**config.mk**
```make
export PLATFORM = sky130hd
export DESIGN_NAME = uart_printf_queue
export DESIGN_NICKNAME = d
export VERILOG_FILES = /design/src/rtl/uart_pkg.sv /design/src/rtl/byte_fifo.sv /design/src/rtl/uart_printf_queue.sv
export SDC_FILE = /design/constraint.sdc
export NUM_CORES = 1
export LEC_CHECK = 0
export BUFFER_PORTS_ARGS = -buffer_cell sky130_fd_sc_hd__buf_4
export CORE_MARGIN = 2
export CORE_UTILIZATION = 55
export CTS_CLUSTER_SIZE = 28
export DETAILED_ROUTE_END_ITERATION = 8
export PLACE_DENSITY = 0.75
export SYNTH_ARGS = -nofsm -noshare
export SYNTH_HDL_FRONTEND = slang
export SYNTH_SLANG_ARGS = --single-unit
```
**constraint.sdc**
```tcl
create_clock -name clk -period 2.5 [get_ports clk]
set_input_delay 0.75 -clock clk [delete_from_list [all_inputs] [get_ports clk]]
set_output_delay 0.75 -clock clk [all_outputs]
set_load 0.02 [all_outputs]
```
**src/rtl/uart_pkg.sv**
```systemverilog
// Shared UART debug-path constants and the printf loader state encoding.
package uart_pkg;

  localparam int CLK_FRE  = 27;
  localparam int UART_FRE = 115200;

  typedef enum logic {
    LD_IDLE = 1'b0,
    LD_LOAD = 1'b1
  } ld_state_e;

endpackage

```
**src/rtl/byte_fifo.sv**
```systemverilog
// DEPTH x 8 circular byte FIFO with an explicit occupancy counter.
// The caller guarantees no write when full and no pop when empty.
module byte_fifo #(
  parameter int DEPTH = 16,
  parameter int LVL_W = $clog2(DEPTH) + 1
) (
  input  logic             clk,
  input  logic             rst_n,
  input  logic             wr_en_i,
  input  logic [7:0]       wr_data_i,
  input  logic             pop_i,
  output logic [7:0]       rd_data_o,
  output logic [LVL_W-1:0] level_o
);

  localparam int PTR_W = $clog2(DEPTH);

  logic [7:0]       mem_q [DEPTH];
  logic [PTR_W-1:0] wr_ptr_q, rd_ptr_q;
  logic [LVL_W-1:0] level_q, level_d;

  always_ff @(posedge clk) begin
    if (wr_en_i) mem_q[wr_ptr_q] <= wr_data_i;
  end

  always_comb begin
    level_d = level_q;
    case ({wr_en_i, pop_i})
      2'b10:   level_d = level_q + 1'b1;
      2'b01:   level_d = level_q - 1'b1;
      default: level_d = level_q;
    endcase
  end

  // Pointers wrap naturally because DEPTH is a power of two.
  always_ff @(posedge clk or negedge rst_n) begin
    if (!rst_n) begin
      wr_ptr_q <= '0;
      rd_ptr_q <= '0;
      level_q  <= '0;
    end else begin
      if (wr_en_i) wr_ptr_q <= wr_ptr_q + 1'b1;
      if (pop_i)   rd_ptr_q <= rd_ptr_q + 1'b1;
      level_q <= level_d;
    end
  end

  assign rd_data_o = mem_q[rd_ptr_q];
  assign level_o   = level_q;

endmodule

```
**src/rtl/uart_printf_queue.sv**
```systemverilog
// Captures whole printf messages into a byte FIFO (MSB first) and feeds
// uart_tx one byte at a time through a single valid/ready output register.
module uart_printf_queue
  import uart_pkg::*;
#(
  parameter int DATA_NUM = 1,
  parameter int DEPTH    = 16,
  parameter int LVL_W    = $clog2(DEPTH) + 1
) (
  input  logic                  clk,
  input  logic                  rst_n,
  input  logic [DATA_NUM*8-1:0] send_data,
  input  logic                  printf,
  input  logic                  tx_data_ready,
  input  logic                  ovf_clr,
  output logic [7:0]            tx_data,
  output logic                  tx_data_valid,
  output logic [LVL_W-1:0]      level,
  output logic                  busy,
  output logic                  overflow
);

  localparam int CNT_W = (DATA_NUM > 1) ? $clog2(DATA_NUM) : 1;

  ld_state_e             state_q, state_d;
  logic                  printf_q;
  logic [DATA_NUM*8-1:0] shreg_q, shreg_d;
  logic [CNT_W-1:0]      cnt_q, cnt_d;
  logic                  ovf_q, ovf_d;
  logic [7:0]            txd_q, txd_d;
  logic                  txv_q, txv_d;

  logic                  printf_rise, room, drop, wr_en, pop, xfer;
  logic [7:0]            fifo_rd_data;
  logic [LVL_W-1:0]      fifo_level;

  assign printf_rise = printf & ~printf_q;
  // Room is reserved at capture; the loader is the only writer afterwards.
  assign room  = (int'(fifo_level) + DATA_NUM) <= DEPTH;
  assign wr_en = (state_q == LD_LOAD);
  assign xfer  = txv_q & tx_data_ready;
  assign pop   = (fifo_level != '0) && (!txv_q || xfer);

  byte_fifo #(
    .DEPTH (DEPTH),
    .LVL_W (LVL_W)
  ) u_fifo (
    .clk       (clk),
    .rst_n     (rst_n),
    .wr_en_i   (wr_en),
    .wr_data_i (shreg_q[DATA_NUM*8-1 -: 8]),
    .pop_i     (pop),
    .rd_data_o (fifo_rd_data),
    .level_o   (fifo_level)
  );

  always_comb begin
    state_d = state_q;
    shreg_d = shreg_q;
    cnt_d   = cnt_q;
    drop    = 1'b0;
    case (state_q)
      LD_IDLE: begin
        if (printf_rise) begin
          if (room) begin
            shreg_d = send_data;
            cnt_d   = '0;
            state_d = LD_LOAD;
          end else begin
            drop = 1'b1;
          end
        end
      end
      LD_LOAD: begin
        shreg_d = shreg_q << 8;
        cnt_d   = cnt_q + 1'b1;
        if (cnt_q == CNT_W'(DATA_NUM - 1)) state_d = LD_IDLE;
        if (printf_rise) drop = 1'b1;
      end
    endcase

    ovf_d = ovf_q;
    if (ovf_clr)   ovf_d = 1'b0;
    else if (drop) ovf_d = 1'b1;

    txd_d = txd_q;
    txv_d = txv_q;
    if (pop) begin
      txd_d = fifo_rd_data;
      txv_d = 1'b1;
    end else if (xfer) begin
      txv_d = 1'b0;
    end
  end

  always_ff @(posedge clk or negedge rst_n) begin
    if (!rst_n) begin
      state_q  <= LD_IDLE;
      printf_q <= 1'b0;
      shreg_q  <= '0;
      cnt_q    <= '0;
      ovf_q    <= 1'b0;
      txd_q    <= 8'h00;
      txv_q    <= 1'b0;
    end else begin
      state_q  <= state_d;
      printf_q <= printf;
      shreg_q  <= shreg_d;
      cnt_q    <= cnt_d;
      ovf_q    <= ovf_d;
      txd_q    <= txd_d;
      txv_q    <= txv_d;
    end
  end

  assign tx_data       = txd_q;
  assign tx_data_valid = txv_q;
  assign level         = fifo_level;
  assign overflow      = ovf_q;
  assign busy          = (state_q == LD_LOAD) || (fifo_level != '0) || txv_q;

endmodule

```
======== Word-level counts from Yosys, hierarchy flattened ========
Memory sizes are Yosys's and may differ from the RTL's. A register that Yosys moved wholly into a read port is not among the register bits.
Index checks and enable logic that the tools add are counted.
storage, ports and cells
  RAM bits ................................ 128
  latch bits .............................. 0
  output and inout bits ................... 16
  memories ................................ 1
  logic and storage cells ................. 57
  bits in read-only memories .............. 0
  flip-flop bits (word level) ............. 26
memories
  memory        depth  bits a word  rd ports  clocked after memory_dff  write ports  RTL line         source
  u_fifo.mem_q  16     8            1         1                         1            byte_fifo.sv:18  logic [7:0] mem_q [DEPTH];
cells by class
  muxes and demuxes ....................... 21
  $lt $le $gt $ge ......................... 1
  shifts and indexed selects .............. 0
  divide/modulo/power cells ............... 0
  equality and inequality tests ........... 4
  reductions and logical operators ........ 11
  bitwise logic cells ..................... 4
  add/sub/neg operators ................... 6
  multiply operators ...................... 0
operators with widths
  operator                                                                           number
  8-bit two-way mux                                                                  2
  8-bit one-hot mux with 2 select lines                                              1
  1-bit two-way mux                                                                  14
  5-bit one-hot mux with 2 select lines                                              1
  4-bit by 1-bit adder with 4-bit output (second input constant)                     2
  5-bit by 1-bit adder with 6-bit output (second input constant)                     1
  6-bit by 5-bit less-or-equal comparator with 1-bit output (second input constant)  1
  1-bit one-hot mux with 2 select lines                                              3
  2-bit nonzero test                                                                 3
  5-bit by 1-bit adder with 5-bit output (second input constant)                     1
  5-bit nonzero test                                                                 1
  5-bit by 1-bit subtractor with 5-bit output (second input constant)                1
  2-bit != test (second input constant)                                              2
  1-bit logical OR                                                                   3
  1-bit AND                                                                          2
  2-bit by 1-bit == test with 1-bit output (second input constant)                   1
  2-bit == test (second input constant)                                              1
  1-bit zero test                                                                    2
  1-bit inverter                                                                     2
  2-bit AND reduction                                                                1
  1-bit adder (second input constant)                                                1
  1-bit logical AND                                                                  1

======== Depth between registers and ports, before layout ========
  depth in word-level cells ............... 7
  depth in mapped cells ................... 12

======== Cells and area by module ========
From an unflattened synthesis, not the netlist that was laid out.
unflattened totals
  cells, all modules ...................... 350
  area total of the unflattened synthesis .. 6562.5 µm²
by module, submodules not included
  module             area an instance (µm²)  seq. area each (µm²)  cells an instance  instances
  byte_fifo          5711.7                  4169.0                288                1
  uart_printf_queue  850.8                   525.5                 62                 1

======== Worst setup path before layout ========
Ideal clock, no wire load.
  kind .................................... register to register
  start ................................... register u_fifo.level_q[2], in the netlist u_fifo.level_o[2]
  end ..................................... register u_fifo.level_q[2], in the netlist u_fifo.level_o[2]
  clock period less this slack ............ 2.815 ns
  stages on the path, launching flop included .. 13
  arrival ................................. 2.689 ns
  path slack .............................. -0.315 ns
  path buffers ............................ 2
  path through ............................ dfrtp_1 -> buf_2 -> or3_1 -> o31ai_4 -> inv_2 -> ha_1 -> clkbuf_1 -> xor2_1 -> ha_1 -> a21oi_1 -> xor2_1 -> nor2_1 -> xor2_1
on the way
  longest elaborated chain between the ends .. 4
  elaborated cells between the ends (all ways) .. 8
  classes of those cells .................. add/sub (2); eq/ne (2); mux (1); reduce/logical (3)
RTL lines
  what                                                                         RTL line                 source
  from (decl)                                                                  byte_fifo.sv:20          logic [LVL_W-1:0] level_q, level_d;
  from (signal assigned)                                                       byte_fifo.sv:44          level_q <= level_d;
  5-bit nonzero test (*)                                                       uart_printf_queue.sv:42  assign pop = (fifo_level != '0) && (!txv_q || xfer);
  1-bit logical AND (*)                                                        uart_printf_queue.sv:42
  via pop                                                                      uart_printf_queue.sv:33  logic printf_rise, room, drop, wr_en, pop, xfer;
  2-bit by 1-bit == test with 1-bit output or 2-bit == test (tied branches)    byte_fifo.sv:28          case ({wr_en_i, pop_i})
  5-bit one-hot mux with 2 select lines or 2-bit nonzero test (tied branches)  --
The timed path passes the listed nets; every way through them passes the cells marked *.
A chain may end at the register's enable or synchronous reset.

======== Worst setup path in the final report ========
  start ................................... register u_fifo.level_q[1], in the netlist u_fifo.level_o[1]
  end ..................................... output busy
on the way
  longest elaborated chain between the ends .. 3
RTL lines
  what                            RTL line                  source
  5-bit nonzero test              uart_printf_queue.sv:120  assign busy = (state_q == LD_LOAD) || (fifo_level != '0) || txv_q;
  1-bit logical OR (2 in series)  uart_printf_queue.sv:120
  to (decl)                       uart_printf_queue.sv:19   output logic busy,
No other way between the ends.

==> results.py <==
metrics = {
    "routing": {
        "drc_errors": 0,
        "dr.pass1.iters": 5,
        "routed_via_density": 6.07,
        "via_count": 3368,
        "routed_wl_um": 12600,
        "drt_iter0_markers": 224,
        "wl_per_cell_um": 22.8,
        "ant_nets": 0,
    },
    "global_route": {
        "grt_use_total": 0.213,
        "grt_max_degree": 35,
        "grt_pass1_vias": 3387,
        "grt_use_met2": 0.338,
        "use_met3": 0.0569,
        "antenna_found_initial": 0,
        "grt-ovfl-total": 0,
        "grt-busiest-layer": "met2",
        "use_met1": 0.294,
        "grt_first_pass_wirelength_um": 19700,
    },
    "critical_path": {
        "rr_worst_depth": 11,
        "path_class": "reg -> out",
        "timing.rr.end": "u_fifo.level_o[4]",
        "worstPathRequired_ns": 1.75,
        "cp.arrival_ns": 2.03,
        "start_kind": "register",
        "cp_max_fo": 2,
        "r2r-start": "u_fifo.level_o[1]",
        "rrSetupSlack_ns": 0.07,
        "endpoint_kind": "output port",
    },
    "timing": {
        "finalClockSkew_ns": 0.0107,
        "layout_min_cycle_time_ns": 2.78,
        "setup_viol": 1,
        "fmax_ghz": 0.360,
        "setup_tns_ns": -0.280,
        "final_max_slew_viol_count": 0,
        "fin_ws_ns": -0.280,
        "maxSlewHeadroom": 0.448,
        "tightest_slew_ns": 0.828,
        "rsz0062_at_grt": "yes",
        "hold_violations": 0,
        "fin_crit_sh": 1.11,
    },
    "floorplanning": {
        "core_sq_um": 11900,
        "rows": 40,
        "dieArea_sq_um": 12900,
        "io_pins": 29,
        "die_h_um": 114,
        "start_util": 0.557,
        "die_x_um": 114,
    },
    "finish": {
        "post-route-util": 0.641,
        "area_delta_synth_final_pct": 15.1,
        "diodes": 0,
        "post_route_cells_drive_above_1_share": 0.267,
        "fillers": 770,
        "finalNetCount": 416,
    },
    "placement": {
        "pre_cts_slack_ns": 0.0455,
        "gp_congestion": 0.767,
        "dp_hpwl_um": 7730,
        "numPortBuffers": 28,
    },
    "power": {
        "powerDensity_nw_per_um2": 1220,
        "peakVddDrop_mv": 0.798,
        "p_leak_nw": 2.77,
    },
    "clocking": {
        "clk_pin_slew_ns": 0.06,
        "clock-root-buffer": "clkbuf_16",
        "cts.sinks": 162,
        "cts_inserted_buffers": 17,
        "cts_tree": "yes",
        "htree_levels": 4,
        "cts_max_path_buffers": 2,
        "clock_latency_ns": 0.42,
    },
    "synthesis": {
        "yosysWarnings": 0,
        "synth_top_area_frac": 0.582,
        "synth_seq_cells": 162,
        "syn-num-nets": 376,
        "synth_largest_area_cell": "edfxtp_1",
        "synthesis.area_sq_um": 6610,
        "synth_flop_cell": "edfxtp_1",
        "synth.distinct_cells": 39,
        "netlist_instances": 355,
        "synth_enable_flop_cells": 128,
        "ys_async_sr_fraction": 0.210,
        "yosys-top-cells-area": "edfxtp_1 (58%), dfrtp_1 (13%), mux4_2 (7.5%), mux4_1 (4.0%), mux2i_1 (2.4%)",
        "seq_area_frac_synth": 0.711,
        "syn-mean-instance-area_sq_um": 18.6,
    },
    "hold_path": {
        "holdCritPathClass": "in -> async",
    },
    "status": {
        "violations": "setup timing",
        "status": "finished, violations left",
    },
    "job": {
        "cap_violations": 0,
    },
}
critical path, stage by stage, from the launching register on:
cell and delay [ns]:
dfrtp_2 0.40, or3_4 0.37, or3_4 0.33, or3_4 0.37, buf_6 0.14
through the flow:
step                std cells  area, sq um  total power [W]  hold slack [ns]
CTS                       554         7590          0.00932            0.286
finish                    555         7600          0.00925            0.273
global route              555         7600          0.00967            0.298
floorplan                 355         6660          0.00592            0.424
detailed placement        522         7000          0.00679            0.456
global placement          522         7000          0.00666            0.441
worst max-delay path by stage:
stage / startpoint / endpoint / slack (ns)
6_report: u_fifo.level_o[1] / busy / -0.28
5_1_grt: u_fifo.level_o[0] / busy / -0.32
4_1_cts: u_fifo.level_o[2] / busy / -0.28
3_5_place_dp: tx_data_ready / u_fifo.level_o[4] / 0.05
3_3_place_gp: tx_data_ready / u_fifo.level_o[4] / 0.13
2_1_floorplan: u_fifo.level_o[2] / u_fifo.level_o[4] / -0.17
cells in the final DEF, fill, tap and decap left out, types with 3 or more instances in the layout:
cell	netlist	routed
mux2i_1	16	16
clkbuf_16	0	19
inv_6	0	8
mux4_2	22	22
buf_4	3	39
mux4_1	10	10
a211o_1	9	9
clkinv_4	0	4
xnor2_1	6	6
nor3b_1	3	3
dfrtp_1	34	31
inv_1	3	3
a21oi_1	10	9
xor2_1	7	7
edfxtp_1	128	128
a22o_1	8	8
nand2_1	8	8
dfrtp_2	0	3
or3_4	0	3
and2_1	16	16
ha_1	8	6
nor2_1	13	13
nor2b_1	9	9
o21ai_1	3	3
area by class of cell:
type | count | area (sq um) | area share
Multi-Input combinational cell | 168 | 1790 | 0.236
Clock buffer | 19 | 475 | 0.0625
Timing Repair Buffer | 41 | 324 | 0.0426
Tap cell | 147 | 184 | 0.0242
Clock inverter | 13 | 110 | 0.0145
Inverter | 5 | 18.8 | 0.00247
Sequential cell | 162 | 4700 | 0.618
cells by family (layout without fill, tap and decap cells):
kind of cell / Yosys count / count (layout) / synth area share
AND/OR/NAND/NOR: 63 / 63 / 0.0527
AO/OA/AOI/OAI: 34 / 34 / 0.0390
adder cells (fa/ha/maj): 8 / 8 / 0.0152
buffers and inverters: 25 / 78 / 0.0229
XOR/XNOR: 13 / 13 / 0.0172
multiplexers: 50 / 50 / 0.142
flip-flops: 162 / 162 / 0.711
synth_stat cells (2+ instances only):
master    count
nand2b_1      2
nor3_1        2
inv_1         3
nor2b_1       9
nand2_1       8
dfrtp_1      34
mux4_2       22
buf_1         2
o21ai_1       3
xor2_1        7
nor2_1       13
nand4_1       2
inv_2         2
a21oi_1      10
clkbuf_1      7
and2_1       16
mux2_2        2
edfxtp_1    128
mux2i_1      16
xnor2_1       6
buf_12        2
mux4_1       10
nor3b_1       3
a22o_1        8
buf_4         3
or3_1         3
ha_1          8
a211o_1       9
buf_2         5
power breakdown:
part / switching [W] / internal [W]
clock network: 0.00108 / 0.00142
logic: 0.00119 / 0.00128
registers: 0.000721 / 0.00356
total: 0.00299 / 0.00626
per-layer routing:
| layer | up-vias | routed length [um] |
|---|---|---|
| li1 | 1481 | - |
| met1 | 1742 | 5390 |
| met2 | 128 | 6320 |
| met3 | 17 | 710 |
| met4 | 0 | 214 |
| met5 | - | 0 |
what timing repair did:
action | in CTS | in global routing
setup endpoints to repair | 1 | 1
buffers inserted | 0 | 1
gates resized for setup | 1 | 2
pin swaps | 0 | 4
hold buffers | 0 | 0
registers in the layout, indices dropped and copies added, names as in the netlist:
name,flops
u_fifo.level_o,5
u_fifo.rd_ptr_q,4
u_fifo.mem_q,128
cnt_q,1
overflow,1
tx_data,8
shreg_q,8
tx_data_valid,1
state_q,1
printf_q,1
u_fifo.wr_ptr_q,4
Note: power is estimated with default switching activity, not from simulation.
